<file path="src/rtl/memtest_pkg.sv">
// Shared types and constants for the Wishbone memory tester.
package memtest_pkg;

    typedef enum logic [2:0] {
        S_IDLE   = 3'd0,
        S_WR_REQ = 3'd1,
        S_WR_GAP = 3'd2,
        S_RD_REQ = 3'd3,
        S_RD_GAP = 3'd4,
        S_DONE   = 3'd5
    } state_t;

    localparam logic [1:0] MODE_WV = 2'b00;
    localparam logic [1:0] MODE_WO = 2'b01;
    localparam logic [1:0] MODE_VO = 2'b10;

    localparam logic PASS_RST = 1'b1;

endpackage

</file>
<file path="src/rtl/memtest_checker.sv">
// Read-back checker: compares each acknowledged read against the expected word,
// keeps a saturating mismatch count, the first failing address and the last read word.
module memtest_checker
    import memtest_pkg::*;
#(
    parameter int AW = 32,
    parameter int DW = 32,
    parameter int CW = 16
) (
    input  logic          i_clk,
    input  logic          i_rst,
    input  logic          i_clr,
    input  logic          i_rd_stb,
    input  logic [DW-1:0] i_rd_dat,
    input  logic [DW-1:0] i_exp_dat,
    input  logic [AW-1:0] i_adr,
    output logic [CW-1:0] o_err_cnt,
    output logic [AW-1:0] o_first_err_adr,
    output logic [DW-1:0] o_last_rd_dat
);

    logic [CW-1:0] r_err_cnt;
    logic [AW-1:0] r_first_err_adr;
    logic [DW-1:0] r_last_rd_dat;
    logic          w_mismatch;

    assign w_mismatch = (i_rd_dat != i_exp_dat);

    always_ff @(posedge i_clk or posedge i_rst) begin
        if (i_rst) begin
            r_err_cnt       <= '0;
            r_first_err_adr <= '0;
            r_last_rd_dat   <= '0;
        end else if (i_clr) begin
            r_err_cnt       <= '0;
            r_first_err_adr <= '0;
        end else if (i_rd_stb) begin
            r_last_rd_dat <= i_rd_dat;
            if (w_mismatch) begin
                // A zero count marks the first mismatch of the run
                if (r_err_cnt == '0)
                    r_first_err_adr <= i_adr;
                if (r_err_cnt != '1)
                    r_err_cnt <= r_err_cnt + CW'(1);
            end
        end
    end

    assign o_err_cnt       = r_err_cnt;
    assign o_first_err_adr = r_first_err_adr;
    assign o_last_rd_dat   = r_last_rd_dat;

endmodule

</file>
<file path="src/rtl/wb_mem_tester.sv">
// Wishbone master that writes seed+k over a window and reads it back for comparison.
// Optional REQ-phase ack timeout enabled by defining MEMTEST_TIMEOUT_EN.
// state    | meaning
// IDLE     | waiting for start_i
// WR_REQ   | write strobe held until ack
// WR_GAP   | one idle cycle after a write
// RD_REQ   | read strobe held until ack
// RD_GAP   | one idle cycle after a read
// DONE     | result update, one-cycle done_o
module wb_mem_tester
    import memtest_pkg::*;
#(
    parameter int AW       = 32,
    parameter int DW       = 32,
    parameter int CW       = 16,
    parameter int ADR_STEP = 1,
    parameter int TIMEOUT  = 1024
) (
    input  logic            wb_clk_i,
    input  logic            wb_rst_i,
    input  logic            start_i,
    input  logic [1:0]      mode_i,
    input  logic [AW-1:0]   base_adr_i,
    input  logic [CW-1:0]   count_i,
    input  logic [DW-1:0]   seed_i,
    output logic [AW-1:0]   wb_adr_o,
    output logic [DW-1:0]   wb_dat_o,
    input  logic [DW-1:0]   wb_dat_i,
    output logic            wb_cyc_o,
    output logic            wb_stb_o,
    output logic            wb_we_o,
    output logic [DW/8-1:0] wb_sel_o,
    input  logic            wb_ack_i,
    output logic            busy_o,
    output logic            done_o,
    output logic            pass_o,
    output logic [CW-1:0]   err_cnt_o,
    output logic [AW-1:0]   first_err_adr_o,
    output logic [DW-1:0]   last_rd_dat_o,
    output logic            timeout_o
);

    state_t        r_state;
    logic [AW-1:0] r_base;
    logic [CW-1:0] r_count;
    logic [DW-1:0] r_seed;
    logic [1:0]    r_mode;
    logic [CW-1:0] r_k;
    logic [AW-1:0] r_adr;
    logic [DW-1:0] r_dat;
    logic          r_cyc;
    logic          r_stb;
    logic          r_we;
    logic          r_busy;
    logic          r_done;
    logic          r_pass;

    logic          w_last;
    logic [CW-1:0] w_k_nxt;
    logic [AW-1:0] w_adr_nxt;
    logic [DW-1:0] w_dat_nxt;
    logic [DW-1:0] w_exp;
    logic          w_rd_stb;
    logic          w_clr;
    logic          w_timeout;
    logic [CW-1:0] w_err_cnt;

    assign w_last    = (r_k == r_count - CW'(1));
    assign w_k_nxt   = r_k + CW'(1);
    assign w_adr_nxt = r_base + AW'(w_k_nxt) * AW'(ADR_STEP);
    assign w_dat_nxt = r_seed + DW'(w_k_nxt);
    assign w_exp     = r_seed + DW'(r_k);
    assign w_rd_stb  = (r_state == S_RD_REQ) && wb_ack_i;
    assign w_clr     = (r_state == S_IDLE) && start_i;

`ifdef MEMTEST_TIMEOUT_EN
    localparam int TW = (TIMEOUT > 1) ? $clog2(TIMEOUT) : 1;
    localparam logic [TW-1:0] TMO_LD = TW'(TIMEOUT - 1);

    logic [TW-1:0] r_tmo_cnt;
    logic          r_timeout;
    logic          w_in_req;
    logic          w_tmo_hit;

    assign w_in_req  = (r_state == S_WR_REQ) || (r_state == S_RD_REQ);
    assign w_tmo_hit = (r_tmo_cnt == '0);
    assign w_timeout = r_timeout;

    // Reloaded outside REQ so every REQ entry starts a fresh TIMEOUT-cycle window
    always_ff @(posedge wb_clk_i or posedge wb_rst_i) begin
        if (wb_rst_i)
            r_tmo_cnt <= TMO_LD;
        else if (!w_in_req)
            r_tmo_cnt <= TMO_LD;
        else if (!w_tmo_hit)
            r_tmo_cnt <= r_tmo_cnt - TW'(1);
    end
`else
    assign w_timeout = 1'b0;
`endif

    always_ff @(posedge wb_clk_i or posedge wb_rst_i) begin
        if (wb_rst_i) begin
            r_state <= S_IDLE;
            r_base  <= '0;
            r_count <= '0;
            r_seed  <= '0;
            r_mode  <= MODE_WV;
            r_k     <= '0;
            r_adr   <= '0;
            r_dat   <= '0;
            r_cyc   <= 1'b0;
            r_stb   <= 1'b0;
            r_we    <= 1'b0;
            r_busy  <= 1'b0;
            r_done  <= 1'b0;
            r_pass  <= PASS_RST;
`ifdef MEMTEST_TIMEOUT_EN
            r_timeout <= 1'b0;
`endif
        end else begin
            r_done <= 1'b0;
            case (r_state)
                S_IDLE: begin
                    if (start_i) begin
                        r_base <= base_adr_i;
                        r_count <= count_i;
                        r_seed <= seed_i;
                        r_mode <= mode_i;
                        r_k <= '0;
                        r_busy <= 1'b1;
`ifdef MEMTEST_TIMEOUT_EN
                        r_timeout <= 1'b0;
`endif
                        if (count_i == '0) begin
                            r_state <= S_DONE;
                        end else begin
                            r_cyc <= 1'b1;
                            r_stb <= 1'b1;
                            r_adr <= base_adr_i;
                            if (mode_i == MODE_VO) begin
                                r_we <= 1'b0;
                                r_state <= S_RD_REQ;
                            end else begin
                                r_we <= 1'b1;
                                r_dat <= seed_i;
                                r_state <= S_WR_REQ;
                            end
                        end
                    end
                end
                S_WR_REQ: begin
                    if (wb_ack_i) begin
                        r_cyc <= 1'b0;
                        r_stb <= 1'b0;
                        r_we <= 1'b0;
                        r_state <= S_WR_GAP;
                    end
`ifdef MEMTEST_TIMEOUT_EN
                    else if (w_tmo_hit) begin
                        r_cyc <= 1'b0;
                        r_stb <= 1'b0;
                        r_we <= 1'b0;
                        r_timeout <= 1'b1;
                        r_state <= S_DONE;
                    end
`endif
                end
                S_WR_GAP: begin
                    if (w_last) begin
                        r_k <= '0;
                        if (r_mode == MODE_WO) begin
                            r_state <= S_DONE;
                        end else begin
                            r_cyc <= 1'b1;
                            r_stb <= 1'b1;
                            r_adr <= r_base;
                            r_state <= S_RD_REQ;
                        end
                    end else begin
                        r_k <= w_k_nxt;
                        r_cyc <= 1'b1;
                        r_stb <= 1'b1;
                        r_we <= 1'b1;
                        r_adr <= w_adr_nxt;
                        r_dat <= w_dat_nxt;
                        r_state <= S_WR_REQ;
                    end
                end
                S_RD_REQ: begin
                    if (wb_ack_i) begin
                        r_cyc <= 1'b0;
                        r_stb <= 1'b0;
                        r_state <= S_RD_GAP;
                    end
`ifdef MEMTEST_TIMEOUT_EN
                    else if (w_tmo_hit) begin
                        r_cyc <= 1'b0;
                        r_stb <= 1'b0;
                        r_timeout <= 1'b1;
                        r_state <= S_DONE;
                    end
`endif
                end
                S_RD_GAP: begin
                    if (w_last) begin
                        r_state <= S_DONE;
                    end else begin
                        r_k <= w_k_nxt;
                        r_cyc <= 1'b1;
                        r_stb <= 1'b1;
                        r_adr <= w_adr_nxt;
                        r_state <= S_RD_REQ;
                    end
                end
                S_DONE: begin
                    r_done <= 1'b1;
                    r_pass <= (w_err_cnt == '0) && !w_timeout;
                    r_busy <= 1'b0;
                    r_state <= S_IDLE;
                end
                default: r_state <= S_IDLE;
            endcase
        end
    end

    memtest_checker #(
        .AW(AW),
        .DW(DW),
        .CW(CW)
    ) u_checker (
        .i_clk           (wb_clk_i),
        .i_rst           (wb_rst_i),
        .i_clr           (w_clr),
        .i_rd_stb        (w_rd_stb),
        .i_rd_dat        (wb_dat_i),
        .i_exp_dat       (w_exp),
        .i_adr           (r_adr),
        .o_err_cnt       (w_err_cnt),
        .o_first_err_adr (first_err_adr_o),
        .o_last_rd_dat   (last_rd_dat_o)
    );

    assign wb_adr_o  = r_adr;
    assign wb_dat_o  = r_dat;
    assign wb_cyc_o  = r_cyc;
    assign wb_stb_o  = r_stb;
    assign wb_we_o   = r_we;
    assign wb_sel_o  = '1;
    assign busy_o    = r_busy;
    assign done_o    = r_done;
    assign pass_o    = r_pass;
    assign err_cnt_o = w_err_cnt;
    assign timeout_o = w_timeout;

endmodule

</file>
<file path="config.mk">
export PLATFORM = sky130hd
export DESIGN_NAME = wb_mem_tester
export DESIGN_NICKNAME = d
export VERILOG_FILES = /design/src/rtl/memtest_pkg.sv /design/src/rtl/memtest_checker.sv /design/src/rtl/wb_mem_tester.sv
export SDC_FILE = /design/constraint.sdc
export NUM_CORES = 1
export LEC_CHECK = 0
export BUFFER_PORTS_ARGS = -buffer_cell sky130_fd_sc_hd__buf_2
export CAP_MARGIN = 20
export CORE_MARGIN = 4
export CORE_UTILIZATION = 55
export CTS_CLUSTER_SIZE = 40
export DETAILED_ROUTE_END_ITERATION = 8
export PLACE_DENSITY = 0.88
export SYNTH_ARGS = -nofsm -noshare
export SYNTH_HDL_FRONTEND = slang
export SYNTH_SLANG_ARGS = --single-unit
</file>
<file path="constraint.sdc">
create_clock -name wb_clk_i -period 19.73 [get_ports wb_clk_i]
set_clock_uncertainty 0.15 [all_clocks]
set_input_delay 3.946 -clock wb_clk_i [delete_from_list [all_inputs] [get_ports wb_clk_i]]
set_output_delay 3.946 -clock wb_clk_i [all_outputs]
set_load 0.1 [all_outputs]
</file>
# Word-level counts from Yosys, hierarchy flattened
# Cells that the tools add are included.
# word_totals
ff_bits,250
inputBits,118
wordCells,114
# op_classes
addsub,6
eq_ne,19
muxes,46
n_bitwise,1
n_reduce_logical,26
# op_table
op,count
$mux 32,13
$mux 16,7
$add 32x16->32,3
$pmux 32 s3,1
$pmux 32 s2,1
$pmux 16 s3,1
$add 16x1->16 const B,2
$logic_not 16->1,2
$ne 32x32->1,1
$mux 3,7
$eq 16x16->1,1
$ne 16x16->1 const B,1
$sub 16x1->16 const B,1
$pmux 3 s5,1
$reduce_and 5->1,3
$ne 2x2->1 const B,7
$reduce_and 3->1,4
$reduce_bool 2->1,6
$mux 1,11
$eq 3x2->1 const B,2
$eq 3x3->1 const B,2
$reduce_and 2->1,3
$reduce_and 6->1,1
$reduce_bool 3->1,2
other kinds (14),15

# Longest topological paths before layout
# logic_depth
word_depth,5
mapped_depth,19

# Cells and area by module
# Synthesis repeated with hierarchy kept, for this count alone.
# unflattened
cells_unflattened,1625
hier_area_um2,15521.1
# modules_own_cells
module,instances,cells_each,area_per_inst_um2
wb_mem_tester,1,1273,11536.1
memtest_checker,1,352,3985.1

# Least setup slack after synthesis
# OpenSTA, ideal clock, no wires.
# synth_path
kind,input -> register
startpoint,input port wb_dat_i[14]
endpoint,"register u_checker.r_err_cnt[0], in the netlist u_checker.o_err_cnt[0]"
arrival_ns,6.107
required_time_ns,19.502
setup_slack_ns,13.395
path_stages,11
path_buffers,2
path_cell_list,xor2_1 o21ai_0 a22o_1 a2111oi_0 o2111ai_1 a2111o_1 nor4_2 buf_4 buf_6 o21ai_0 a21oi_1
# synth_between
elab_chain_len,3
# synth_rtl
element,line_no,source
start: declaration,wb_mem_tester.sv:28,"input logic [DW-1:0] wb_dat_i,"
$ne 32x32->1,memtest_checker.sv:27,assign w_mismatch = (i_rd_dat != i_exp_dat);
$reduce_bool 2->1 (no source line),-,
$reduce_and 3->1 (no source line),-,
end signal: assignment,memtest_checker.sv:44,r_err_cnt <= r_err_cnt + CW'(1);
end: declaration,memtest_checker.sv:22,logic [CW-1:0] r_err_cnt;
# No other way between the ends.
# A chain may end at the register's enable or synchronous reset.

# Worst setup path in the final report
# layout_path
startpoint,input port wb_dat_i[14]
endpoint,"register u_checker.r_first_err_adr[7], in the netlist u_checker.o_first_err_adr[7]"
# layout_between
elab_chain_len,3
# layout_rtl
element,line_no,source
$ne 32x32->1,memtest_checker.sv:27,
$reduce_bool 2->1 (no source line),-,
$reduce_and 3->1 (no source line),-,
end signal: assignment,memtest_checker.sv:42,r_first_err_adr <= i_adr;
end: declaration,memtest_checker.sv:23,logic [AW-1:0] r_first_err_adr;
# No other way between the ends.

==> impl_metrics.toml <==
[logic_synthesis]
ys_ff_latch = 250
synth_flop_cell = "dfrtp_1"
yosysTopAreaCell = "dfrtp_1"
avgSynthCellArea_um2 = 8.532
synthesis.area_um2 = 15430
synth_edf_count = 0
synth.yosys.warnings = 0
yosys.area.top_type_share_pct = 40.37
synth_top_cells_by_area = "dfrtp_1, nand2_1, ha_1"
yosysSeqAreaShare_pct = 40.54
synth_cell_types = 78
async_reset_ff_share_pct = 100.0
synthCells = 1809

[floorplan]
row_count = 61
initial_utilization_pct = 55.71
boundaryPins = 273
die_area_um2 = 30810
dieWidth_um = 175.5
core_area_um2 = 27710
die_h_um = 175.5

[critical_path]
critical_path_arrival_ns = 6.76
crit_type = "in2reg"
cp-start-kind = "input port"
reg2reg_depth = 15
crit_fanout = 32
reg2reg_slack_ns = 14.61
timing.rr.end = "wb_adr_o[22]"
required_ns = 19.96
rr_startpoint = "r_k[2]"
cp-end-kind = "flip-flop"

[global_route]
grt_max_degree = 107
grt_antenna_before_repair = 7
grt_usage_pct = 27.83
grt_pass1_wl_um = 71360
grt_overflow = 0
grt_pass1_vias = 13984

[drt]
post_drt_wl_per_cell_um = 18.31
vias = 14397
drt-vias-per-instance = 5.961
drt_wl_total_um = 44220
drtPass1Iterations = 8
drc = 0
ant_nets = 0
first_iter_violations = 1429

[final_layout]
layout-drive-gt1-share_pct = 18.84
syn2layout_area_growth_pct = 15.53
final-seq-area_um2 = 6257
final_cell_area_um2 = 17830
fill_cells = 2302
multi_input_area_um2 = 8462
nets = 2188
final_cells = 2415

[sta]
slew_headroom_pct = 30.38
timing.fmax_mhz = 153.1
period_share_pct = 33.10
rsz0062_at_grt = "false"
fin_setup_tns_ns = 0
min_period_ns = 6.531
final-hold-violation-count = 0
worstMarginPinSlew_ns = 1.044
final_max_slew_viol_count = 0
setup_violations = 0

[job]
drv_cap = 0

[power_and_ir_drop]
leakage_uw = 0.008668
p_per_area_nw_per_um2 = 192.6
vdd_ir_drop_max_v = 0.0001770

[clocking]
cts_root_buffer = "clkbuf_16"
clkTransAtPathRegs_ns = 0.06
htree_levels = 1
cts.sinks = 250
hold_buffers = 0
clkLatencyLatePin_ns = 0.55
postCtsSetupBuffers = 0
cts_tree = "built"
cts_resized = 0
cts_made_buffers = 27
clk_path_buf_depth = 3

[min_path]
holdPathEnd = "busy_o"
hold_class = "reg2reg"
hp-start = "busy_o"
hold_path_depth = 2

[place]
placed_area_um2 = 16870
port_buffers = 267
placedCellCount = 2360
dpl.hpwl_um = 31870
gp_congestion = 0.9619

[run_status]
status = "complete, no violations"
==> per-layer routing <==
metal  routed length, um  GRT usage [%]  vias to the layer above
met5                  34              0                        -
met4                1896          10.66                        6
met3                3367          5.015                      146
met2               20790          45.91                      659
met1               18130          36.86                     6887
li1                    -              -                     6699
==> Yosys cell counts (14+ instances only) <==
library cell	instances
a211oi_1	16
a21o_1	29
a21oi_1	95
and3_1	25
buf_2	14
buf_4	17
clkbuf_1	65
dfrtp_1	249
ha_1	53
inv_1	69
mux2_2	34
mux2i_1	49
nand2_1	401
nand3_1	39
nand4_1	22
nor2_1	128
nor3_1	22
o21ai_0	124
o31ai_1	36
or4_1	15
xnor2_1	54
xor2_1	59
==> worst max-delay path: stages <==
cell and delay [ns]:
buf_2 0.11, xor2_1 0.22, o21ai_0 0.15, a22o_1 0.24
a2111oi_0 0.37, o2111ai_1 0.18, a2111o_1 0.43, nor4_4 0.15
buf_4 0.33, nor3_4 0.07, buf_4 0.34, mux2i_1 0.20
==> flip-flops by register name (all words and copies together), names as in the netlist <==
signal	count
u_checker.o_first_err_adr	32
u_checker.o_last_rd_dat	32
wb_we_o	1
r_base	32
wb_dat_o	32
r_count	16
r_mode	2
pass_o	1
busy_o	1
u_checker.o_err_cnt	16
wb_stb_o	1
wb_adr_o	32
done_o	1
r_state	3
r_k	16
r_seed	32
==> how the worst max path moves through the flow <==
stage	end	slack [ns]	cells past startpoint	startpoint
global placement	u_checker.o_first_err_adr[9]	12.77	12	wb_dat_i[14]
global route	u_checker.o_first_err_adr[24]	13.02	12	wb_dat_i[14]
detailed placement	u_checker.o_first_err_adr[7]	12.68	12	wb_dat_i[14]
floorplan	busy_o	8.76	1	wb_rst_i
CTS	u_checker.o_first_err_adr[7]	13.24	12	wb_dat_i[14]
finish	u_checker.o_first_err_adr[7]	13.20	12	wb_dat_i[14]
==> stage by stage <==
| stage | setup slack (ns) | hold WS (ns) | utilization [%] | total power, uW |
|---|---|---|---|---|
| 2_1_floorplan | 8.764 | 0.2869 | - | 2545 |
| 3_3_place_gp | 12.77 | 0.3000 | 60.90 | 2851 |
| 3_5_place_dp | 12.68 | 0.3173 | 60.90 | 2903 |
| 4_1_cts | 13.24 | 0.3320 | 64.12 | 3427 |
| 5_1_grt | 13.02 | 0.3550 | 64.36 | 3623 |
| 6_report | 13.20 | 0.3243 | 64.36 | 3435 |
==> layout by cell type, fill, tap and decap left out, types with 6 or more instances in the layout <==
cell / instances
a211oi_1: 16
a21o_1: 29
a21oi_1: 94
a221oi_1: 10
a22o_1: 11
a31oi_1: 11
and3_1: 25
buf_2: 267
buf_4: 10
clkbuf_16: 27
clkinv_2: 6
dfrtp_1: 249
ha_1: 53
inv_1: 68
mux2_2: 34
mux2i_1: 49
nand2_1: 400
nand2b_1: 10
nand3_1: 38
nand4_1: 22
nor2_1: 128
nor2b_1: 9
nor3_1: 22
nor4_1: 13
o211ai_1: 8
o21ai_0: 124
o21bai_1: 9
o311ai_0: 7
o31ai_1: 36
or3_1: 10
or4_1: 15
xnor2_1: 54
xor2_1: 59
==> power by group <==
group | total, uW | switching, uW | internal (uW)
clock | 513 | 215 | 298
combinational | 1990 | 1540 | 450
sequential | 934 | 209 | 724
total | 3440 | 1960 | 1470
==> logic make-up after synthesis <==
kind of cell | after synthesis | share of synthesized area, %
other | 2 | 0.04866
AOI/OAI and AO/OA | 409 | 17.04
buffers and inverters | 177 | 5.042
adders and majority gates | 56 | 4.686
xor gates and xnor gates | 113 | 6.412
DFF | 250 | 40.54
and+or+nand+nor | 719 | 20.57
muxes | 83 | 5.658
==> cell type report <==
class	instances	share of cell area, %
multi-input cells	1385	47.45
well taps	378	2.652
clock inverters	16	0.9823
clock buffers	32	4.006
flip-flops and latches	250	35.09
diodes	4	0.05613
inverters	70	1.516
repair buffers	280	8.244
(Power assumes the default switching activity.)
